## src/rtl/prng_lfsr16.sv

```systemverilog
// -----------------------------------------------------------------------------
// prng_lfsr16
//   16-bit maximal-length Fibonacci LFSR pseudo-random number generator with a
//   companion step counter. While reset is held the generator loads the seed
//   on every clock; once reset is released it advances one step per clock with
//   no enable. The counter reports how many steps have been taken since the
//   last reset cycle.
//
// Ports
//   clk   in   1      system clock, all logic on the rising edge
//   rstn  in   1      synchronous reset, active HIGH (1 = reset)
//   seed  in   WIDTH  initial LFSR state, sampled on every clock while rstn==1
//   data  out  WIDTH  current LFSR state (flop output)
//   c     out  WIDTH  step counter, wraps modulo 2^WIDTH (flop output)
// -----------------------------------------------------------------------------
module prng_lfsr16 #(
    parameter int unsigned      WIDTH     = 16,
    parameter logic [WIDTH-1:0] TAPS      = 16'hB400,
    parameter logic [WIDTH-1:0] ZERO_SEED = 16'hACE1
) (
    input  logic             clk,
    input  logic             rstn,
    input  logic [WIDTH-1:0] seed,
    output logic [WIDTH-1:0] data,
    output logic [WIDTH-1:0] c
);

    // Even/odd parity of a word: 1 when an odd number of bits are set.
    function automatic logic parity_of(input logic [WIDTH-1:0] value);
        logic acc;
        acc = 1'b0;
        for (int i = 0; i < int'(WIDTH); i++) begin
            acc = acc ^ value[i];
        end
        return acc;
    endfunction

    logic [WIDTH-1:0] r_data;
    logic [WIDTH-1:0] r_cnt;
    logic             w_fb;
    logic             w_seed_zero;
    logic             w_state_zero;
    logic [WIDTH-1:0] w_next_data;

    // Feedback bit and next-state selection for the run phase.
    always_comb begin
        w_fb         = parity_of(r_data & TAPS);
        w_seed_zero  = (seed == {WIDTH{1'b0}});
        w_state_zero = (r_data == {WIDTH{1'b0}});
        if (w_state_zero) begin
            // All-zero state is a lockup point of the LFSR (only reachable
            // through an upset); recover to the substitute seed.
            w_next_data = ZERO_SEED;
        end else begin
            w_next_data = {r_data[WIDTH-2:0], w_fb};
        end
    end

    // LFSR state and step counter: reload while in reset, otherwise advance.
    always_ff @(posedge clk) begin
        if (rstn) begin
            r_data <= w_seed_zero ? ZERO_SEED : seed;
            r_cnt  <= {WIDTH{1'b0}};
        end else begin
            r_data <= w_next_data;
            r_cnt  <= r_cnt + {{(WIDTH-1){1'b0}}, 1'b1};
        end
    end

    assign data = r_data;
    assign c    = r_cnt;

endmodule

```

## config.mk

```make
export PLATFORM = sky130hd
export DESIGN_NAME = prng_lfsr16
export DESIGN_NICKNAME = d
export VERILOG_FILES = /design/src/rtl/prng_lfsr16.sv
export SDC_FILE = /design/constraint.sdc
export NUM_CORES = 1
export LEC_CHECK = 0
export ABC_AREA = 0
export BUFFER_PORTS_ARGS = -buffer_cell sky130_fd_sc_hd__clkbuf_2
export CAP_MARGIN = 20
export CORE_UTILIZATION = 47
export CTS_CLUSTER_SIZE = 16
export DETAILED_ROUTE_END_ITERATION = 10
export PLACE_DENSITY_LB_ADDON = 0.05
export RECOVER_POWER = 25
export SYNTH_ARGS = -nofsm -noshare
export SYNTH_HDL_FRONTEND = slang
export SYNTH_SLANG_ARGS = --single-unit
```

## constraint.sdc

```tcl
create_clock -name clk -period 1.62 [get_ports clk]
set_input_delay 0.405 -clock clk [delete_from_list [all_inputs] [get_ports clk]]
set_output_delay 0.405 -clock clk [all_outputs]
set_load 0.03 [all_outputs]
```

After elaboration in Yosys (flattened, before gate mapping):

Index checks and enable logic that the tools add are counted.

* bits in registers: 32
* output and inout port bits: 32

* $add $sub $neg: 1
* muxes and demuxes: 3
* bitwise logic cells: 3
* reduce and logical (&&, ||, !) cells: 2

Operators by type and width (count)
* $mux 16: 3
* $logic_not 16->1: 2
* $add 16x1->16 const B: 1
* $xor 1x1->1: 3

Logic depth before layout (Yosys ltp):

Gate-level depths: netlist of the first run.

* depth in word-level cells: 5
* depth in mapped cells: 5
* mapped depth without buffers: 5

Worst setup path after synthesis of the first run:

OpenSTA, ideal clock, no wires.

* path kind: register to register
* from: register r_cnt[0] (netlist: c[0])
* to: register r_cnt[8] (netlist: c[8])
* setup time: 71 ps
* arrival: 1479 ps
* path slack: 70 ps
* stages on the path, launching flop included: 5
* clock period less this slack: 1550 ps
* cells stage by stage: dfxtp_1 ha_1 nand3_1 or3_2 a21oi_1

* longest elaborated chain between the ends: 1

RTL lines
* start: declaration: line 39 `logic [WIDTH-1:0] r_cnt;`
* start signal: assignment: line 63 `r_cnt <= {WIDTH{1'b0}};`
* start signal: assignment: line 66 `r_cnt <= r_cnt + {{(WIDTH-1){1'b0}}, 1'b1};`
* $add 16x1->16: line 66

No other way between the ends.
A chain may end at the register's enable or synchronous reset.

Final worst setup path of the first run:

* from: register r_cnt[2] (netlist: c[2])
* to: output c[2]

RTL lines
* end: declaration: line 25 `output logic [WIDTH-1:0] c`

No word-level cell between the ends.

==> impl_results.md, run 1 <==
* Status: finished clean
* Max Buffers Root-to-Sink at 2
* Syn-to-layout area delta at 28.0%
* Yosys warns at 0
* Max stage delay on crit path at 0.39 ns
* Syn Area/Cell at 10.2 sq um
* Data required time of the worst path at 1.21 ns
* # hold bufs at CTS at 0
* Layout cell share with drive strength beyond 1 at 37.9%
* Input/output buffers at 49
* Final core utilization at 64.6%
* FMAX at 675 MHz
* Initial antenna violation count at 0
* Fill cells at 235
* Via count at 1,150
* NumNets Final at 200
* Unique cell type count in the Yosys netlist at 26
* Worst setup margin at 0.138 ns
* Power density cells at 1010 nW/um^2
* Largest net degree at the start of global routing at 17
* Drt first pass iters at 4
* Ys flop type: dfxtp_1
* Row count at 18
* Grt ovf at 0
* CP Max Fanout at 6
* Clock Skews at 0.00581 ns
* Sw power at 486 uW
* WL/cell at 13.2 um
* Max cap viols at 0
* Vias in the first global route at 980
* P_leak at 0.000688 uW
* Top Ports at 50
* Hold Startpoint: seed[9]
* Worst EP arrival at 1.08 ns
* Die W at 54.0 um
* GRT Util Overall at 21.7%
* CP startpoint: c[2]$_SDFF_PP0_
* Drt initial violations at 14
* CORE AREA at 2520 sq um
* Setup_tns at 0 ns
* Mapped Area at 1270 sq um
* CTS Buf Count at 5
* Hpwl dp at 2.06 mm
* Power share of the combinational group at 17.0%
* RSZ-0062 raised after global routing: no
* Period utilization at 91.5%
* Die area at 2920 sq um
* Net count after synthesis at 144
* Yosys reg bits at 32
* H-Tree Depth at 2
* Sequential area share after synthesis at 50.3%
* Minimum clock period at 1.48 ns
* Clock network fraction of design power at 29.1%
* Routability Congestion at 0.763
* Maximum vdd drop at 0.801 mV
* Syn Inst Count at 125
* Crit-path slowest cell: dfxtp_1
* Initial Utilization at 50.4%
* Final Max Tran Viols at 0
* Post-synth EDFFs at 0
* Hold Path Class: in -> reg
* Least-Margin Pin Slew at 0.566 ns
* Critical path class: reg -> out
* Tot Pwr at 1640 uW
* Critical Path Stages at 2
* CTS sink cnt at 32
* RR Startpoint: c[0]$_SDFF_PP0_
* Residual DRC count at 0
* CTS clk-pin slew, worst paths at 0.10 ns
* Top delay family on crit path: flip-flops
* Clock Latency Late Sink at 0.33 ns
* Crit end category: primary output
* Endpoints failing setup at 0
* ANT nets after route at 0
* Sequential share of power at 53.9%
* First-pass GRT wire length at 4.36 mm
* WL final at 2.79 mm
* CTS root buf: clkbuf_4
* CP startpoint kind: register
* Min-Delay Path Depth at 2
* Antenna diode instance count at 0
* Slew headroom at 62.2%
* Critical path, cell by cell: buf_4 -> clkbuf_2
* Vias/cell at 5.42
* Reg2Reg Depth at 5
* Async set or reset register ratio after synthesis at 0%
* Die Y at 54.0 um
* Post-Place Worst Slack at 0.166 ns
* CTS tree: yes
* Internal Pwr Total at 1160 uW
* Sw frac at 29.6%
* Buf/Inv on CP at 2
* Fin. Hold Viols at 0
-- per-layer routing --
layer / vias up / track usage [%] / share of wire, % / routed length [um]
met5: - / 0 / 0 / 0
met4: 0 / 10.3 / 2.1 / 58
met3: 7 / 8.47 / 6.1 / 171
li1: 564 / - / - / -
met2: 38 / 34.8 / 49 / 1360
met1: 541 / 25.3 / 43 / 1200
-- worst paths after layout --
check / endpoint / slack, ns
max: c[2] / 0.14
min: data[9]$_DFF_P_ / 0.31
max reg2reg: c[14]$_SDFF_PP0_ / 0.15
min reg2reg: c[0]$_SDFF_PP0_ / 0.49
-- registers in the layout, summed over array words and instances (netlist names) --
signal and flops:
c 16, data 16
-- area by class of cell --
class	count	area (sq um)	area share, %
Timing Repair Buffer	52	267	16.4
Tap cell	30	37.5	2.30
Clock buffer	8	58.8	3.61
Sequential cell	32	641	39.3
Inverter	3	11.3	0.691
Multi-Input combinational cell	87	614	37.7
-- synthesized netlist by cell type (2+ instances only) --
cell	count	area [sq um]
inv_1	3	11.3
nand3_1	6	30.0
nor2_1	13	48.8
o21ai_0	2	10.0
mux2_2	8	90.1
nand2_1	5	18.8
a21oi_1	3	15.0
dfxtp_1	32	641
nand4_1	4	25.0
nor3_1	3	15.0
o22a_1	8	70.1
xnor2_1	10	87.6
xor2_1	4	35.0
nor4_1	12	75.1
-- stage by stage --
| stage | instance area [sq um] | hold WS (ns) | cells |
|---|---|---|---|
| finish | 1630 | 0.312 | 212 |
| floorplan | 1270 | 0.546 | 125 |
| global placement | 1570 | 0.460 | 204 |
| global route | 1630 | 0.296 | 212 |
| detailed placement | 1570 | 0.465 | 204 |
| CTS | 1620 | 0.289 | 212 |
-- power groups by stage --
stage	Sequential, uW	Clock (uW)	Combinational, uW
after floorplan	998	0	86.6
after global placement	903	0	280
after detailed placement	904	0	282
after CTS	886	499	282
after global routing	894	536	297
final	886	479	279
-- placed cells by master (no fill, tap or decap), drive strengths merged, types with 5 or more instances in the layout --
master	n
nand4	5
nor4	12
xnor2	10
dfxtp	32
nand2	5
mux2	8
clkbuf	57
o22a	8
nor2	13
nand3	6
-- timing repair --
| action | CTS | global route |
|---|---|---|
| endpoints found under the setup margin | 0 | 1 |
| buffers inserted | 0 | 0 |
| hold endpoints to repair | 0 | 0 |
| resized for setup | 0 | 1 |
-- logic make-up after synthesis --
kind of cell / synth area share [%]
AO/OA/AOI/OAI: 8.85
adder cells (fa/ha/maj): 0.983
AND/OR/NAND/NOR: 21.2
XOR/XNOR: 9.64
multiplexers: 7.08
flip-flops: 50.3
buffers and inverters: 1.87
(Power assumes the default switching activity.)
==> run 2, diff against run 1 <==
--- a/config.mk
+++ b/config.mk
@@ -8,7 +8,7 @@
 export ABC_AREA = 0
 export BUFFER_PORTS_ARGS = -buffer_cell sky130_fd_sc_hd__clkbuf_2
 export CAP_MARGIN = 20
-export CORE_UTILIZATION = 47
+export CORE_UTILIZATION = 50
 export CTS_CLUSTER_SIZE = 16
 export DETAILED_ROUTE_END_ITERATION = 10
 export PLACE_DENSITY_LB_ADDON = 0.05
==> constraint.sdc (replaced) <==
create_clock -name clk -period 1.9 [get_ports clk]
set_input_delay 0.475 -clock clk [delete_from_list [all_inputs] [get_ports clk]]
set_output_delay 0.475 -clock clk [all_outputs]
set_load 0.03 [all_outputs]
==> run 2 against run 1 <==
  * Combinational power fell by 15%
  * Hold slack improved by 0.081 ns
  * Critical path depth fell by 1
  * Die area fell by 5.8%
  * Non-clock buffer count fell by 2
  * Via count rose by 0.96%
  * Highest routed layer unchanged
==> impl_results.md, run 2 (synthesis results as in run 1) <==
* Met3 wire len at 156 um (was 171 um)
* Endpoints failing setup at 0 (unchanged)
* Slew headroom at 54.4% (was 62.2%)
* Least-Margin Pin Slew at 0.683 ns (was 0.566 ns)
* CP startpoint kind: register (unchanged)
* Drt first pass iters at 4 (unchanged)
* Top Ports at 50 (unchanged)
* Die Y at 52.4 um (was 54.0 um)
* RSZ-0062 raised after global routing: no (unchanged)
* Drt initial violations at 22 (was 14)
* Maximum vdd drop at 0.683 mV (was 0.801 mV)
* Minimum clock period at 1.56 ns
* Crit end category: primary output (unchanged)
* Data required time of the worst path at 1.42 ns (was 1.21 ns)
* Post-CTS Setup Bufs at 0 (unchanged)
* Fin. Hold Viols at 0 (unchanged)
* Top Metal Used: met4 (unchanged)
* Commonest non-fill, non-tap cell in the layout: clkbuf_2 (unchanged)
* # hold bufs at CTS at 0 (unchanged)
* NumNets Final at 198 (was 200)
* Antenna diode instance count at 0 (unchanged)
* CTS clk-pin slew, worst paths at 0.10 ns (about the same)
* Crit-path slowest cell: dfxtp_1 (unchanged)
* Input/output buffers at 49 (unchanged)
* Grt ovf at 0 (unchanged)
* Period utilization at 81.9%
* Die W at 52.4 um (was 54.0 um)
* Post-Place Worst Slack at 0.297 ns (was 0.166 ns)
* Final Max Tran Viols at 0 (unchanged)
* CP Max Fanout at 7 (was 6)
* Max stage delay on crit path at 0.49 ns (was 0.39 ns)
* Syn-to-layout area delta at 26.4% (was 28.0%)
* CORE AREA at 2300 sq um (was 2520 sq um)
* Top delay family on crit path: flip-flops (unchanged)
* Met1 wire length at 1.20 mm (about the same)
* Status: finished clean (unchanged)
* Layout cell share with drive strength beyond 1 at 36.9% (was 37.9%)
* CTS tree: yes (unchanged)
* Row count at 17 (was 18)
* H-Tree Depth at 2 (unchanged)
* Reg2reg setup slack at 0.38 ns (was 0.15 ns)
* Hold Path Class: in -> reg (unchanged)
* Via count at 1,161 (was 1,150)
* Most frequent cells in the layout: clkbuf_2, dfxtp_1, nor2_1 (unchanged)
* Largest net degree at the start of global routing at 17 (unchanged)
* Critical path class: reg -> out (unchanged)
* Multi-input logic area at 608 sq um (was 614 sq um)
* WL final at 2.74 mm (was 2.79 mm)
* Met2 wire length at 1.33 mm (was 1.36 mm)
* Worst EP arrival at 1.08 ns (about the same)
* Buf/Inv on CP at 1 (was 2)
* Worst setup margin at 0.344 ns (was 0.138 ns)
* ANT nets after route at 0 (unchanged)
* Power density cells at 887 nW/um^2 (was 1010 nW/um^2)
* P_leak at 0.000679 uW (was 0.000688 uW)
* CTS root buf: clkbuf_4 (unchanged)
* Initial Utilization at 55.4% (was 50.4%)
* GRT Util Overall at 23.4% (was 21.7%)
* Clock Skews at 0.00719 ns (was 0.00581 ns)
* CTS Buf Count at 5 (unchanged)
* Setup_tns at 0 ns (unchanged)
* CTS sink cnt at 32 (unchanged)
* FMAX at 643 MHz
* Storage cell area at 641 sq um (unchanged)
* Vias in the first global route at 1,099 (was 980)
* Max Buffers Root-to-Sink at 2 (unchanged)
* Vias/cell at 5.61 (was 5.42)
* Initial antenna violation count at 0 (unchanged)
* Fill cells at 196 (was 235)
* Die area at 2750 sq um (was 2920 sq um)
* Clock Latency Late Sink at 0.32 ns (was 0.33 ns)
* Routability Congestion at 0.759 (was 0.763)
* Residual DRC count at 0 (unchanged)
* Max cap viols at 0 (unchanged)
* Resize count post-CTS at 0 (unchanged)
* First-pass GRT wire length at 4.60 mm (was 4.36 mm)
* Hpwl dp at 2.06 mm (about the same)
* Critical path, cell by cell: clkbuf_2 (was buf_4 -> clkbuf_2)
* WL/cell at 13.2 um (about the same)
run 2: cell type report:
cell class | instances | share of cell area [%]
tap | 28 | 2.18
multi-input combinational | 87 | 37.8
clock buffer | 7 | 4.05
inverter | 3 | 0.700
sequential | 32 | 39.8
timing repair buffer | 50 | 15.4
run 2: stage by stage:
step / cells / hold WS (ns) / cell area, sq um / total power, uW / util (%)
after CTS: 207 / 0.384 / 1610 / 1430 / 70.2
after global placement: 200 / 0.460 / 1550 / 1010 / 67.4
final: 207 / 0.393 / 1610 / 1430 / 70.0
after global routing: 207 / 0.375 / 1610 / 1490 / 70.0
after floorplan: 125 / 0.573 / 1270 / 925 / -
after detailed placement: 200 / 0.473 / 1550 / 1010 / 67.4
run 2: path summary, 6_finish.rpt:
check                        from               end  depth (start not counted)
hold / removal            seed[7]   data[7]$_DFF_P_                          2
setup / recovery  c[2]$_SDFF_PP0_              c[2]                          1
hold reg to reg   c[0]$_SDFF_PP0_   c[0]$_SDFF_PP0_                          1
setup reg to reg  c[0]$_SDFF_PP0_  c[14]$_SDFF_PP0_                          5
run 2: where the power goes:
| group | switching [uW] | total [uW] | internal (uW) |
|---|---|---|---|
| Combinational | 150 | 237 | 87.4 |
| Sequential | 42.2 | 757 | 715 |
| Clock | 221 | 431 | 210 |
| Total | 413 | 1430 | 1010 |
run 2: layer usage:
layer	vias to the layer above	track usage (%)
li1	562	-
met5	-	0
met1	547	27.9
met3	5	8.70
met4	0	11.4
met2	47	36.7
